[src/rtl/dp_pkg.sv]
// Shared encodings for the accumulator-core datapath:
// bus select codes, ALU op codes, flag bit indices and memory FSM states.
package dp_pkg;

    localparam logic [2:0] BUS_RF   = 3'b000;
    localparam logic [2:0] BUS_MDR  = 3'b001;
    localparam logic [2:0] BUS_PC   = 3'b010;
    localparam logic [2:0] BUS_DR   = 3'b011;
    localparam logic [2:0] BUS_AC   = 3'b100;
    localparam logic [2:0] BUS_SP   = 3'b101;
    localparam logic [2:0] BUS_IR   = 3'b110;
    localparam logic [2:0] BUS_ZERO = 3'b111;

    localparam logic [3:0] ALU_ADD     = 4'd0;
    localparam logic [3:0] ALU_SUB     = 4'd1;
    localparam logic [3:0] ALU_AND     = 4'd2;
    localparam logic [3:0] ALU_OR      = 4'd3;
    localparam logic [3:0] ALU_XOR     = 4'd4;
    localparam logic [3:0] ALU_NOT     = 4'd5;
    localparam logic [3:0] ALU_SHL     = 4'd6;
    localparam logic [3:0] ALU_SHR     = 4'd7;
    localparam logic [3:0] ALU_PASS_DR = 4'd8;
    localparam logic [3:0] ALU_PASS_AC = 4'd9;

    localparam int FLAG_Z = 0;
    localparam int FLAG_N = 1;
    localparam int FLAG_C = 2;
    localparam int FLAG_V = 3;

    localparam logic [0:0] MEM_IDLE = 1'b0;
    localparam logic [0:0] MEM_XFER = 1'b1;

endpackage

[src/rtl/dp_alu.sv]
// Combinational ALU: operands AC and DR, produces result,
// carry/borrow and signed overflow.
module dp_alu
    import dp_pkg::*;
#(
    parameter int DW = 16
) (
    input  logic [DW-1:0] ac,
    input  logic [DW-1:0] dr,
    input  logic [3:0]    alu_sel,
    output logic [DW-1:0] alu_out,
    output logic          carry,
    output logic          ovf
);

    logic [DW:0] sum;
    logic [DW:0] diff;

    always_comb begin
        sum     = {1'b0, ac} + {1'b0, dr};
        diff    = {1'b0, ac} - {1'b0, dr};
        alu_out = ac;
        carry   = 1'b0;
        ovf     = 1'b0;
        case (alu_sel)
            ALU_ADD: begin
                alu_out = sum[DW-1:0];
                carry   = sum[DW];
                ovf     = (ac[DW-1] == dr[DW-1]) &&
                          (sum[DW-1] != ac[DW-1]);
            end
            ALU_SUB: begin
                // top bit of the widened difference is the borrow
                alu_out = diff[DW-1:0];
                carry   = diff[DW];
                ovf     = (ac[DW-1] != dr[DW-1]) &&
                          (diff[DW-1] != ac[DW-1]);
            end
            ALU_AND:     alu_out = ac & dr;
            ALU_OR:      alu_out = ac | dr;
            ALU_XOR:     alu_out = ac ^ dr;
            ALU_NOT:     alu_out = ~ac;
            ALU_SHL: begin
                alu_out = ac << 1;
                carry   = ac[DW-1];
            end
            ALU_SHR: begin
                alu_out = ac >> 1;
                carry   = ac[0];
            end
            ALU_PASS_DR: alu_out = dr;
            default:     alu_out = ac;
        endcase
    end

endmodule

[src/rtl/param_data_path.sv]
// Parametrised accumulator-core datapath: registers, register file,
// internal bus, flags and a req/ack memory transfer FSM.
module param_data_path
    import dp_pkg::*;
#(
    parameter  int DW   = 16,
    parameter  int AW   = 12,
    parameter  int NREG = 4,
    localparam int RW   = $clog2(NREG)
) (
    input  logic          clk,
    input  logic          rst_n,
    input  logic          ir_load,
    input  logic          dr_load,
    input  logic          ac_load,
    input  logic          ar_load,
    input  logic          pc_load,
    input  logic          flags_load,
    input  logic          dr_inc,
    input  logic          ac_inc,
    input  logic          pc_inc,
    input  logic          sp_push,
    input  logic          sp_pop,
    input  logic          rf_we,
    input  logic [RW-1:0] rf_waddr,
    input  logic [RW-1:0] rf_raddr,
    input  logic [2:0]    bus_sel,
    input  logic [3:0]    alu_sel,
    input  logic          mem_rd,
    input  logic          mem_wr,
    input  logic [DW-1:0] mem_rdata,
    input  logic          mem_ack,
    output logic          mem_req,
    output logic          mem_we,
    output logic [AW-1:0] mem_addr,
    output logic [DW-1:0] mem_wdata,
    output logic          busy,
    output logic [DW-1:0] bus,
    output logic [DW-1:0] ir_value,
    output logic [DW-1:0] ac_value,
    output logic [DW-1:0] dr_value,
    output logic [AW-1:0] pc_value,
    output logic [AW-1:0] ar_value,
    output logic [AW-1:0] sp_value,
    output logic [3:0]    flags_value
);

    logic [DW-1:0] ir_q, ir_d, dr_q, dr_d, ac_q, ac_d, mdr_q, mdr_d;
    logic [AW-1:0] ar_q, ar_d, pc_q, pc_d, sp_q, sp_d;
    logic [AW-1:0] addr_q, addr_d;
    logic [DW-1:0] wdata_q, wdata_d;
    logic [3:0]    flags_q, flags_d;
    logic [0:0]    state_q, state_d;
    logic          we_q, we_d;
    logic [DW-1:0] rf_q [NREG];
    logic [DW-1:0] rf_d [NREG];
    logic [DW-1:0] rf_rd, alu_out;
    logic          carry, ovf;

    dp_alu #(.DW(DW)) u_alu (
        .ac      (ac_q),
        .dr      (dr_q),
        .alu_sel (alu_sel),
        .alu_out (alu_out),
        .carry   (carry),
        .ovf     (ovf)
    );

    always_comb begin
        rf_rd = '0;
        if (int'(rf_raddr) < NREG) rf_rd = rf_q[rf_raddr];
        case (bus_sel)
            BUS_RF:  bus = rf_rd;
            BUS_MDR: bus = mdr_q;
            BUS_PC:  bus = DW'(pc_q);
            BUS_DR:  bus = dr_q;
            BUS_AC:  bus = ac_q;
            BUS_SP:  bus = DW'(sp_q);
            BUS_IR:  bus = ir_q;
            default: bus = '0;
        endcase
    end

    always_comb begin
        ir_d = ir_load ? bus : ir_q;
        dr_d = dr_load ? bus : (dr_inc ? dr_q + DW'(1) : dr_q);
        ac_d = ac_load ? alu_out : (ac_inc ? ac_q + DW'(1) : ac_q);
        ar_d = ar_load ? bus[AW-1:0] : ar_q;
        pc_d = pc_load ? bus[AW-1:0] : (pc_inc ? pc_q + AW'(1) : pc_q);
        sp_d = sp_q;
        if (sp_push && !sp_pop) sp_d = sp_q - AW'(1);
        if (sp_pop && !sp_push) sp_d = sp_q + AW'(1);
        flags_d = flags_q;
        if (flags_load) begin
            flags_d[FLAG_Z] = (alu_out == '0);
            flags_d[FLAG_N] = alu_out[DW-1];
            flags_d[FLAG_C] = carry;
            flags_d[FLAG_V] = ovf;
        end
        for (int i = 0; i < NREG; i++)
            rf_d[i] = (rf_we && int'(rf_waddr) == i) ? bus : rf_q[i];
    end

    // Requests are only accepted in IDLE; write wins over read.
    always_comb begin
        state_d = state_q;
        addr_d  = addr_q;
        we_d    = we_q;
        wdata_d = wdata_q;
        mdr_d   = mdr_q;
        if (state_q == MEM_IDLE) begin
            if (mem_wr || mem_rd) begin
                state_d = MEM_XFER;
                addr_d  = ar_q;
                we_d    = mem_wr;
                wdata_d = bus;
            end
        end else if (mem_ack) begin
            state_d = MEM_IDLE;
            if (!we_q) mdr_d = mem_rdata;
        end
    end

    always_ff @(posedge clk or negedge rst_n) begin
        if (!rst_n) begin
            ir_q    <= '0;
            dr_q    <= '0;
            ac_q    <= '0;
            ar_q    <= '0;
            pc_q    <= '0;
            sp_q    <= '1;
            mdr_q   <= '0;
            flags_q <= '0;
            state_q <= MEM_IDLE;
            addr_q  <= '0;
            we_q    <= 1'b0;
            wdata_q <= '0;
            for (int i = 0; i < NREG; i++) rf_q[i] <= '0;
        end else begin
            ir_q    <= ir_d;
            dr_q    <= dr_d;
            ac_q    <= ac_d;
            ar_q    <= ar_d;
            pc_q    <= pc_d;
            sp_q    <= sp_d;
            mdr_q   <= mdr_d;
            flags_q <= flags_d;
            state_q <= state_d;
            addr_q  <= addr_d;
            we_q    <= we_d;
            wdata_q <= wdata_d;
            for (int i = 0; i < NREG; i++) rf_q[i] <= rf_d[i];
        end
    end

    assign mem_req     = (state_q == MEM_XFER);
    assign busy        = mem_req;
    assign mem_we      = we_q;
    assign mem_addr    = addr_q;
    assign mem_wdata   = wdata_q;
    assign ir_value    = ir_q;
    assign ac_value    = ac_q;
    assign dr_value    = dr_q;
    assign pc_value    = pc_q;
    assign ar_value    = ar_q;
    assign sp_value    = sp_q;
    assign flags_value = flags_q;

endmodule

[config.mk]
export PLATFORM = sky130hd
export DESIGN_NAME = param_data_path
export DESIGN_NICKNAME = d
export VERILOG_FILES = /design/src/rtl/dp_pkg.sv /design/src/rtl/dp_alu.sv /design/src/rtl/param_data_path.sv
export SDC_FILE = /design/constraint.sdc
export NUM_CORES = 1
export LEC_CHECK = 0
export ABC_AREA = 1
export CAP_MARGIN = 20
export CORE_MARGIN = 5
export CORE_UTILIZATION = 55
export DETAILED_ROUTE_END_ITERATION = 16
export GPL_TIMING_DRIVEN = 0
export PLACE_DENSITY = 0.79
export SETUP_SLACK_MARGIN = 0.1
export SYNTH_ARGS = -nofsm -noshare
export SYNTH_HDL_FRONTEND = slang
export SYNTH_HIERARCHICAL = 1
export SYNTH_SLANG_ARGS = --single-unit
[constraint.sdc]
create_clock -name clk -period 5.1 [get_ports clk]
set_clock_uncertainty 0.2 [all_clocks]
set_input_delay 1.02 -clock clk [delete_from_list [all_inputs] [get_ports clk]]
set_output_delay 1.02 -clock clk [all_outputs]
set_load 0.1 [all_outputs]
Yosys cells after proc, flatten, opt, wreduce, memory -nomap -nowiden
Index checks and enable logic that the tools add are counted. Widths: inputs -> output; s select.

Bits in registers: 198. Logic and storage cells: 91.

Order comparisons: 1. Equal/unequal tests: 21. Reduce and logical (&&, ||, !) cells: 21. Mux-type cells: 18. Bitwise gates (word level): 7. $add $sub $neg: 7.

Operator list (number): $pmux 16 s9 (1); $pmux 16 s7 (1); $mux 16 (6); $mux 12 (4); $add 16x1->16 const B (2); $bmux 16 s2 (1); $add 12x1->12 const B (2); $add 16x16->17 (1); $sub 16x16->17 (1); $and 16x16->16 (1); $eq 4x3->1 const B (4); $logic_not 16->1 (1); $not 16->16 (1); $or 16x16->16 (1); $xor 16x16->16 (1); $sub 12x1->12 const B (1); $eq 3x3->1 const B (3); $eq 4x2->1 const B (2); $logic_and 1x1->1 (8); $reduce_bool 2->1 (4); $eq 3x2->1 const B (2); $eq 2x2->1 const B (2); $eq 4x1->1 const B (1); $eq 4x4->1 const B (1); other kinds (17) (23).

Longest topological paths before layout
Word-level depth: 6. Depth in mapped cells: 17. Gate-level depth less buffers: 16.

By module
The synthesis kept the hierarchy.

By module, submodules not included: param_data_path (cells each 1423, instances 1, seq. area each 4969.8 µm², area each 10717.8 µm²); dp_alu (cells each 673, instances 1, seq. area each 0.0 µm², area each 3462.1 µm²).

Worst setup path before layout
OpenSTA, ideal clock, no wires.

Path kind: input port to output port. From: in rf_raddr[0]. To: out bus[12]. Cell stages on the path: 7. Required time: 3880 ps. Path slack: 1495 ps. Arrival: 2385 ps. Buffers on the path: 2. Cell sequence: buf_2 buf_2 a21oi_1 o21ai_0 nand2_1 nand2_1 nand2_1.

Cells in the longest elaborated chain, start to end: 5.

RTL lines: start: declaration (line param_data_path.sv:26) `input logic [RW-1:0] rf_raddr,`; $not 2->3 (not written as such) (line param_data_path.sv:71) `if (int'(rf_raddr) < NREG) rf_rd = rf_q[rf_raddr];`; $bmux 16 s2 (line param_data_path.sv:71); $mux 16 (not written as such) (2 in a row) (line param_data_path.sv:71); $pmux 16 s7 (line param_data_path.sv:72) `case (bus_sel)`; end: declaration (line param_data_path.sv:38) `output logic [DW-1:0] bus,`.

No other way between the ends. The select of a mux whose other input is x is not followed.

Final worst setup path
From: in rf_raddr[1]. To: out bus[6].

The elaborated chain is that of the path after synthesis.

==> impl_results.md <==
* Status: finished clean
* Final ANT Viol Nets at 0
* Fraction of registers with async set/reset at 100.0%
* Fin crit period at 4.934 ns
* Net Count, Synth at 2208
* 1st-iter DRT viols at 1689
* Nets at 2401
* Setup total negative slack at 0 ns
* Synth Instances at 2096
* Worst Hold Class: flop to flop
* Critical Path Fanout Max at 10
* CTS Buf Count at 17
* Cells after DPL at 2600
* Switching power share of the total at 59.16%
* Top cells by count, synth: 810 x nand2_1, 253 x inv_1, 186 x dfrtp_1
* Chip Width at 170.6 µm
* Kind of critical path: primary input to primary output
* Pwr dens at 642.1 mW/mm²
* Post-CTS setup buffer count at 0
* Ports at 179
* Synth Register Bits at 198
* Total wire length at 50.73 mm
* Synth Cell Area at 0.01418 mm²
* Yosys top cell area share at 32.82%
* Sequential power share at 24.7%
* Clock power frac at 13.5%
* Nature of the critical path endpoint: primary output
* Gr usage total at 34.55%
* Antenna cell count at 0
* HPWL Detailed at 38.88 mm
* Initial Util at 56.15%
* Finish-stage setup viols at 0
* Delay-heaviest family, CP: buffers and inverters
* Clock Path Buffers at 2
* Total of max-cap violations at 0
* Vias in the first global route at 14440
* Startpoint types: primary input
* Post-synth top area cell: dfrtp_1
* Post-Layout Cell Count at 2632
* CTS root buf: clkbuf_16
* Syn-to-layout area delta at 19.71%
* Combinational power share at 61.7%
* Worst-Skew Late Latency at 0.46 ns
* Total gr overflow at 0
* Int Pwr at 0.004452 W
* Peak Freq at 202.7 MHz
* Avg WL per Cell at 19.27 µm
* WHS at 0.2850 ns
* Slowest-stage cell, CP: clkdlybuf4s15_1
* Hold Path Depth at 2
* Mapped Avg Cell Area at 6.765 µm²
* Most frequent cell after synthesis: nand2_1
* Register area share after synthesis at 35.05%
* H-tree Lvls at 4
* Switch Pwr at 0.006449 W
* Core Box Area at 0.02525 mm²
* Arrival time worst endpoint at 3.71 ns
* Crit path cell chain: clkdlybuf4s50_1 -> clkbuf_1 -> o21ai_0 -> o21ai_0 -> nand2_1 -> nand3_4 -> clkdlybuf4s15_1
* Total Power at 0.01090 W
* TritonCTS clock tree: yes
* DRC viols at 0
* Die area at 0.02909 mm²
* Ys Warns at 6
* Share of cells above drive strength 1 at 6.994%
* Drt pass-1 iters at 6
* Reg clk slew, reported paths at 0.10 ns
* Final hold vios at 0
* Max-slew violations at 0
* RSZ-0062 raised after global routing: no
* Worst path depth at 7
* Clk sink count at 198
* Multi-input logic area at 0.007828 mm²
* Leak at 8.582 nW
* First-pass GRT wire length at 78.58 mm
* Worst VDD drop at 0.5485 mV
* Synth area leaders: dfrtp_1 33%, nand2_1 21%, inv_1 6.7%
* Cell mode on critical path: o21ai_0
* Worst path max stage delay at 0.87 ns
* Die height at 170.6 µm
* Register area at 0.004970 mm²
* Crit share post-route at 96.74%
* Crit path buffers/inverters at 3
* Number of synthesized flops with an enable pin at 0
* Routed vias at 15020
* Fill count at 2275
* Initial antenna violation count at 1
* Hold bufs inserted after CTS at 0
* # port buffers at 173
* Reg2Reg Depth at 14
* Actual slew at the worst max-slew pin at 1.058 ns
* Main synth FF type: dfrtp_1
* Largest net degree at the start of global routing at 125
* # rows at 58
* Critical path required time at 3.88 ns
* Gpl congestion at 0.9828
* Synth unique cells at 54
* Rel. slew slack at 29.24%
* Vias per cell at 5.707
==> power groups by stage <==
stage	combinational (W)	clock, W	sequential, W
floorplan	0.00275	0	0.00477
global placement	0.00658	0	0.00269
detailed placement	0.00667	0	0.00269
CTS	0.00668	0.00148	0.00267
global route	0.00716	0.00155	0.00276
finish	0.00673	0.00147	0.00270
==> worst min-delay path, stage by stage (launching register included) <==
cell and delay (ns):
dfrtp_1 0.35, nand2_1 0.05, nand2_1 0.05
==> final timing paths <==
check / from / end / slack [ns]
setup / recovery: rf_raddr[1] / bus[6] / 0.17
hold / removal: rf_q[33] / rf_q[33] / 0.29
setup reg to reg: ac_value[12] / flags_value[0] / 1.49
hold reg to reg: rf_q[33] / rf_q[33] / 0.29
max in group asynchronous: rst_n / mem_addr[10] / 3.32
min in group asynchronous: rst_n / mdr_q[3] / 0.32
==> placed cells by master (no fill, tap or decap), types with 4 or more instances in the layout <==
master	instances
buf_2	25
clkbuf_2	6
a22oi_1	13
a21oi_1	45
o21ai_0	90
buf_4	6
nand2_1	810
nand4_1	40
dfstp_2	12
nor2_2	16
inv_12	4
nor2_1	166
nand3_1	122
clkinv_8	4
nand3_4	11
buf_6	6
o21ai_1	14
ha_1	65
o2111ai_1	12
o22ai_1	33
a21oi_2	6
clkdlybuf4s50_1	156
o211ai_1	12
xor2_1	18
dfrtp_1	186
clkbuf_16	17
inv_1	253
nand3_2	5
clkbuf_1	30
xnor2_1	4
nor3_1	21
dlygate4sd2_1	5
inv_2	13
o21bai_1	4
o221ai_1	14
==> area by class of cell <==
cell class / instances / share of cell area [%]
plain buffers: 69 / 2.204
clock buffers: 17 / 2.506
clock inverters: 15 / 1.305
inverters: 268 / 5.941
multi-input cells: 1561 / 46.11
flip-flops and latches: 198 / 29.28
well taps: 330 / 2.432
repair buffers: 174 / 10.22
==> metrics by stage <==
| step | util (%) | setup WS (ns) | cell area, µm² |
|---|---|---|---|
| finish | 67.22 | 0.1662 | 16980 |
| CTS | 67.27 | 0.1007 | 16990 |
| detailed placement | 64.77 | -0.1154 | 16360 |
| global placement | 64.64 | -5.524 | 16320 |
| global route | 67.22 | 0.1133 | 16980 |
| floorplan | - | 1.495 | 14180 |
==> routing by layer <==
layer	routed length, µm	global-route usage, %	up-vias
li1	-	-	7103
met1	20440	45.45	7014
met2	23600	56.05	744
met3	3943	5.869	159
met4	2736	15.94	2
met5	7	0	-
==> logic make-up (layout without fill, tap and decap cells) <==
logic type,count (synthesis),in the layout,synth area share [%]
compound gates,254,254,10.91
xor+xnor,22,22,1.359
fa+ha+maj,68,68,6.159
buf+inv,337,543,9.750
flops,198,198,35.05
mux,2,2,0.1588
simple gates,1215,1215,36.62
==> timing repair <==
item	in CTS	in global routing
pin swaps	0	0
gates resized for setup	13	17
setup endpoints to repair	13	11
==> sequential cells by signal, indices dropped and copies added (netlist names) <==
signal	flops
sp_value	12
mem_wdata	16
rf_q	64
flags_value	4
ar_value	12
dr_value	16
mem_we	1
busy	1
ac_value	16
mem_addr	12
mdr_q	16
pc_value	12
ir_value	16
(Power assumes the default switching activity.)
==> RTL edit 1: new RTL, same flow settings <==
Put one more register stage on the output `flags_value`. The value now appears one clock later. The other outputs are not delayed to match.
--- a/src/rtl/param_data_path.sv
+++ b/src/rtl/param_data_path.sv
@@ -164,7 +164,9 @@
     assign pc_value    = pc_q;
     assign ar_value    = ar_q;
     assign sp_value    = sp_q;
-    assign flags_value = flags_q;
+    always_ff @(posedge clk) begin
+        flags_value <= flags_q;
+    end
 
 endmodule
 
Formal check against the unedited RTL: not equivalent (Yosys sat finds a counterexample within 4 cycles, from zero or initial values and one cycle with rst_n low).
==> RTL edit 1 against the original RTL <==
Die area shrank 0.83%. Area after synthesis shrank 0.88%. Synthesized cell count grew 1.1%. Cell count grew 1.4%. Worst setup slack gained 0.030 ns. Final area grew 0.35%. Non-clock buffer count is the same. Wire length grew 1.8%. Total power grew 0.45%. Sequential cell count grew 4. Clock power grew 17%. Critical endpoint is now bus[3]. Highest routed layer is now met4.
==> RTL edit 1: results (changes against the original RTL) <==
| Metric | Value |
|---|---|
| Status | `completed` |
| Port bufs | `176 (+1.7%)` |
| Layout cells sized above 1 | `5.95% (-1.0 points)` |
| Worst-case clock buffer depth | `3 (+1)` |
| Vias per std cell | `5.69 (-0.30%)` |
| Flop and latch count out of synthesis | `202 (+2.0%)` |
| Largest net degree at the start of global routing | `109 (-13%)` |
| GR Layer Usage met1 | `44.5% (-0.99 points)` |
| Most instantiated cells after synthesis | `nand2_1, inv_1, nor2_1` |
| Final Wtd Congestion | `0.978 (-0.49%)` |
| GRT met3 Usage | `5.46% (-0.41 points)` |
| Met3 Wirelength | `4420 µm (+12%)` |
| Met2 wire len | `24600 µm (+4.3%)` |
| Synth Area in XOR/XNOR | `1.31% (-0.050 points)` |
| RR Endpoint | `flags_q[0]$_DFFE_PN0P_` |
| Clkbuf count | `35 (+18)` |
| Total GRT Usage | `35.4% (+0.84 points)` |
| Max H-tree Level | `1 (-3)` |
| Die area | `28900 µm² (-0.83%)` |
| Initial antenna violation count | `0 (-1)` |
| Reg2Reg Depth | `17 (+3)` |
| Sequential Power Share | `25.0% (+0.3 points)` |
| Largest cells by area after synthesis | `dfrtp_1, nand2_1, inv_1, ha_1, nor2_1` |
| Pre-CTS setup slack | `-0.289 ns (-0.174 ns)` |
| Fin crit share | `96.1% (-0.59 points)` |
| Inverter count | `266 (-0.75%)` |
| Worst EP arrival | `3.68 ns (-0.03 ns)` |
| Sequential share of the synthesized area | `35.9% (+0.88 points)` |
| Inst Count DP | `2626 (+1.0%)` |
| Skew-Pair Late Insertion Delay | `0.54 ns (+0.08 ns)` |
| Hold EP | `flags_value[3]$_DFF_P_` |
| Mux contribution to synthesized area | `0.0801% (-0.079 points)` |
| CP startpoint | `rf_raddr[0]` |
| Asr flop ratio synth | `98.0% (-2.0 points)` |
| Min-delay src | `flags_q[3]$_DFFE_PN0P_` |
| Met1 wire length | `19700 µm (-3.5%)` |
| HPWL after detailed placement | `38700 µm (-0.47%)` |
| Register share of the cell area | `29.6% (+0.37 points)` |
[RTL edit 1: changes by cell type after synthesis, moves of 3 or more]
| cell | delta |
|---|---|
| a21oi_1 | +10 |
| buf_2 | -12 |
| nor2_1 | +27 |
| nand2_1 | +26 |
| o21ai_0 | -9 |
| dfxtp_1 | +4 |
| buf_1 | +3 |
| o211ai_1 | -4 |
| nor2_2 | -11 |
| o221ai_1 | -5 |
| clkbuf_1 | +8 |
| nand3_2 | +8 |
| nand3_4 | -11 |
[RTL edit 1: worst max-delay path, cell delays in order]
cell	delay [ns]
clkdlybuf4s50_1	0.52
inv_1	0.21
clkbuf_1	0.44
o21ai_0	0.25
o21ai_0	0.12
nand2_1	0.14
nand3_2	0.36
clkdlybuf4s15_2	0.62
[RTL edit 1: what timing repair did]
action | in CTS | in global routing
hold buffers | 0 | 0
pin swaps | 0 | 0
endpoints found under the setup margin | 16 | 5
gates resized for setup | 34 | 9
==> RTL edit 2: new RTL, same settings <==
Without the edit above. The parameter `NREG` goes from 4 to 2.
--- a/src/rtl/param_data_path.sv
+++ b/src/rtl/param_data_path.sv
@@ -5,7 +5,7 @@
 #(
     parameter  int DW   = 16,
     parameter  int AW   = 12,
-    parameter  int NREG = 4,
+    parameter  int NREG = 2,
     localparam int RW   = $clog2(NREG)
 ) (
     input  logic          clk,
Ports: changed (resized rf_raddr and rf_waddr); port bits go from 179 to 177. The function was not compared with the original's and may differ.
==> RTL edit 2 against the original RTL <==
Sequential cell count decreased by 32. Wire length down 11%. Critical path type unchanged. Highest routed layer is now met4. Final area shrank 11%. Count of clock-buffer cells in the layout stayed put. Area after synthesis decreased by 12%. Critical path depth up 1. Total power down 7.8%. Worst setup slack worse by 0.076 ns.
==> RTL edit 2: results (changes against the original RTL) <==
| Metric | Value |
|---|---|
| Status | `completed` |
| Nets | `2183 (-9.1%)` |
| GRT met2 Usage | `58.1% (+2.1 points)` |
| Placed instance area | `14500 µm² (-11%)` |
| Largest cells by area after synthesis | `dfrtp_1, nand2_1, inv_1, ha_1, nand3_1` |
| Skew-Pair Late Insertion Delay | `0.44 ns (-0.02 ns)` |
| Vias in the first global route | `13200 (-8.7%)` |
| Maximum vdd drop | `0.521 mV (-5.0%)` |
| Clk slew on worst S/H paths | `0.07 ns (-0.03 ns)` |
| Largest register FFs | `32 (-50%)` |
| Port bufs | `173 (unchanged)` |
| Slew Limit Fails | `0 (unchanged)` |
| Inst Count DP | `2338 (-10%)` |
| Met3 Wirelength | `3480 µm (-12%)` |
| Total leakage power | `7.57 nW (-12%)` |
| Post-Syn Nets | `1990 (-9.9%)` |
| Largest net degree at the start of global routing | `120 (-4.0%)` |
| Final Wtd Congestion | `0.982 (about the same)` |
| Relative slew slack | `29.4% (+0.20 points)` |
| Primary FF master, synth | `dfrtp_1` |
| Met1 wire length | `17700 µm (-14%)` |
| Initial antenna violation count | `0 (-1)` |
| Hold WC Path Type | `input pin to asynchronous set/reset pin` |
| Sequential share of the synthesized area | `33.6% (-1.5 points)` |
| WL per Instance | `19.1 µm (-0.78%)` |
| Post-CTS Setup Bufs | `0 (unchanged)` |
| Pwr dens | `665 nW/µm² (+3.6%)` |
| Layout cells sized above 1 | `6.62% (-0.38 points)` |
| Biggest register | `rf_q` |
| Sequential Power Share | `23.3% (-1.4 points)` |
| Detailed Route Iter0 Violations | `1333 (-21%)` |
| Global-route wire length before repair | `70900 µm (-9.8%)` |
| Highest metal used | `met4` |
| Psw | `6.05 mW (-6.2%)` |
| Pre-CTS setup slack | `-0.175 ns (-0.0597 ns)` |
| Asr flop ratio synth | `100% (unchanged)` |
| Max H-tree Level | `4 (unchanged)` |
| Post-synth EDFFs | `0 (unchanged)` |
| Routed vias | `13600 (-9.6%)` |
| HPWL after detailed placement | `35000 µm (-9.9%)` |
| Netlist cell types | `48 (-11%)` |
| Most instantiated cells after synthesis | `nand2_1, inv_1, dfrtp_1` |
| First drt pass iteration count | `8 (+2)` |
| Worst EP arrival | `3.79 ns (+0.08 ns)` |
| GRT met3 Usage | `5.06% (-0.81 points)` |
| Max FO, Critical Path | `10 (unchanged)` |
| GR Layer Usage met1 | `43.5% (-1.9 points)` |
| Power Combinational | `6.41 mW (-4.8%)` |
| ANT cells | `0 (unchanged)` |
| Post-Syn Instances | `1879 (-10%)` |
| Finished Layout Cells | `2370 (-10%)` |
| Total GRT Usage | `34.7% (+0.18 points)` |
| Met2 wire len | `21400 µm (-9.1%)` |
==> RTL edit 2: layout make-up <==
class | count | area, µm²
multi-input cells | 1409 | 7030
fillers | 2040 | 7330
clock buffers | 17 | 425
plain buffers | 53 | 282
clock inverters | 15 | 166
inverters | 251 | 942
repair buffers | 174 | 1740
flip-flops and latches | 166 | 4170
well taps | 285 | 357
==> RTL edit 2: final timing paths <==
kind	start	cells after the start	slack, ns	end
min	rst_n	1	0.26	mdr_q[2]$_DFFE_PN0P_
max	bus_sel[0]	8	0.09	bus[3]
max in group asynchronous	rst_n	2	3.49	dr_value[5]$_DFFE_PN0P_
min reg2reg	flags_value[3]$_DFFE_PN0P_	2	0.28	flags_value[3]$_DFFE_PN0P_
min in group clk	flags_value[3]$_DFFE_PN0P_	2	0.28	flags_value[3]$_DFFE_PN0P_
max reg2reg	ac_value[12]$_DFFE_PN0P_	15	1.20	flags_value[0]$_DFFE_PN0P_
==> RTL edit 2: worst max-delay path: stages <==
cell and delay, ns:
clkdlybuf4s50_1 0.60, nor2_2 0.24, nand2_2 0.14, buf_4 0.21, a21oi_1 0.28, nor2_1 0.10, nand2_2 0.28, dlygate4sd2_1 0.91
==> RTL edit 2: logic make-up (layout without fill, tap and decap cells) <==
family	after synthesis	count (layout)	share of synthesized area (%)
multiplexers	8	8	0.725
AND/OR/NAND/NOR	1100	1100	37.2
buffers and inverters	304	510	9.85
adder cells (fa/ha/maj)	69	69	7.13
XOR/XNOR	13	13	0.917
flip-flops	166	166	33.6
AO/OA/AOI/OAI	219	219	10.6
==> RTL edit 2: repair_timing <==
item,in CTS,in global routing
gates resized for setup,15,9
endpoints found under the setup margin,15,6
pin swaps,0,0
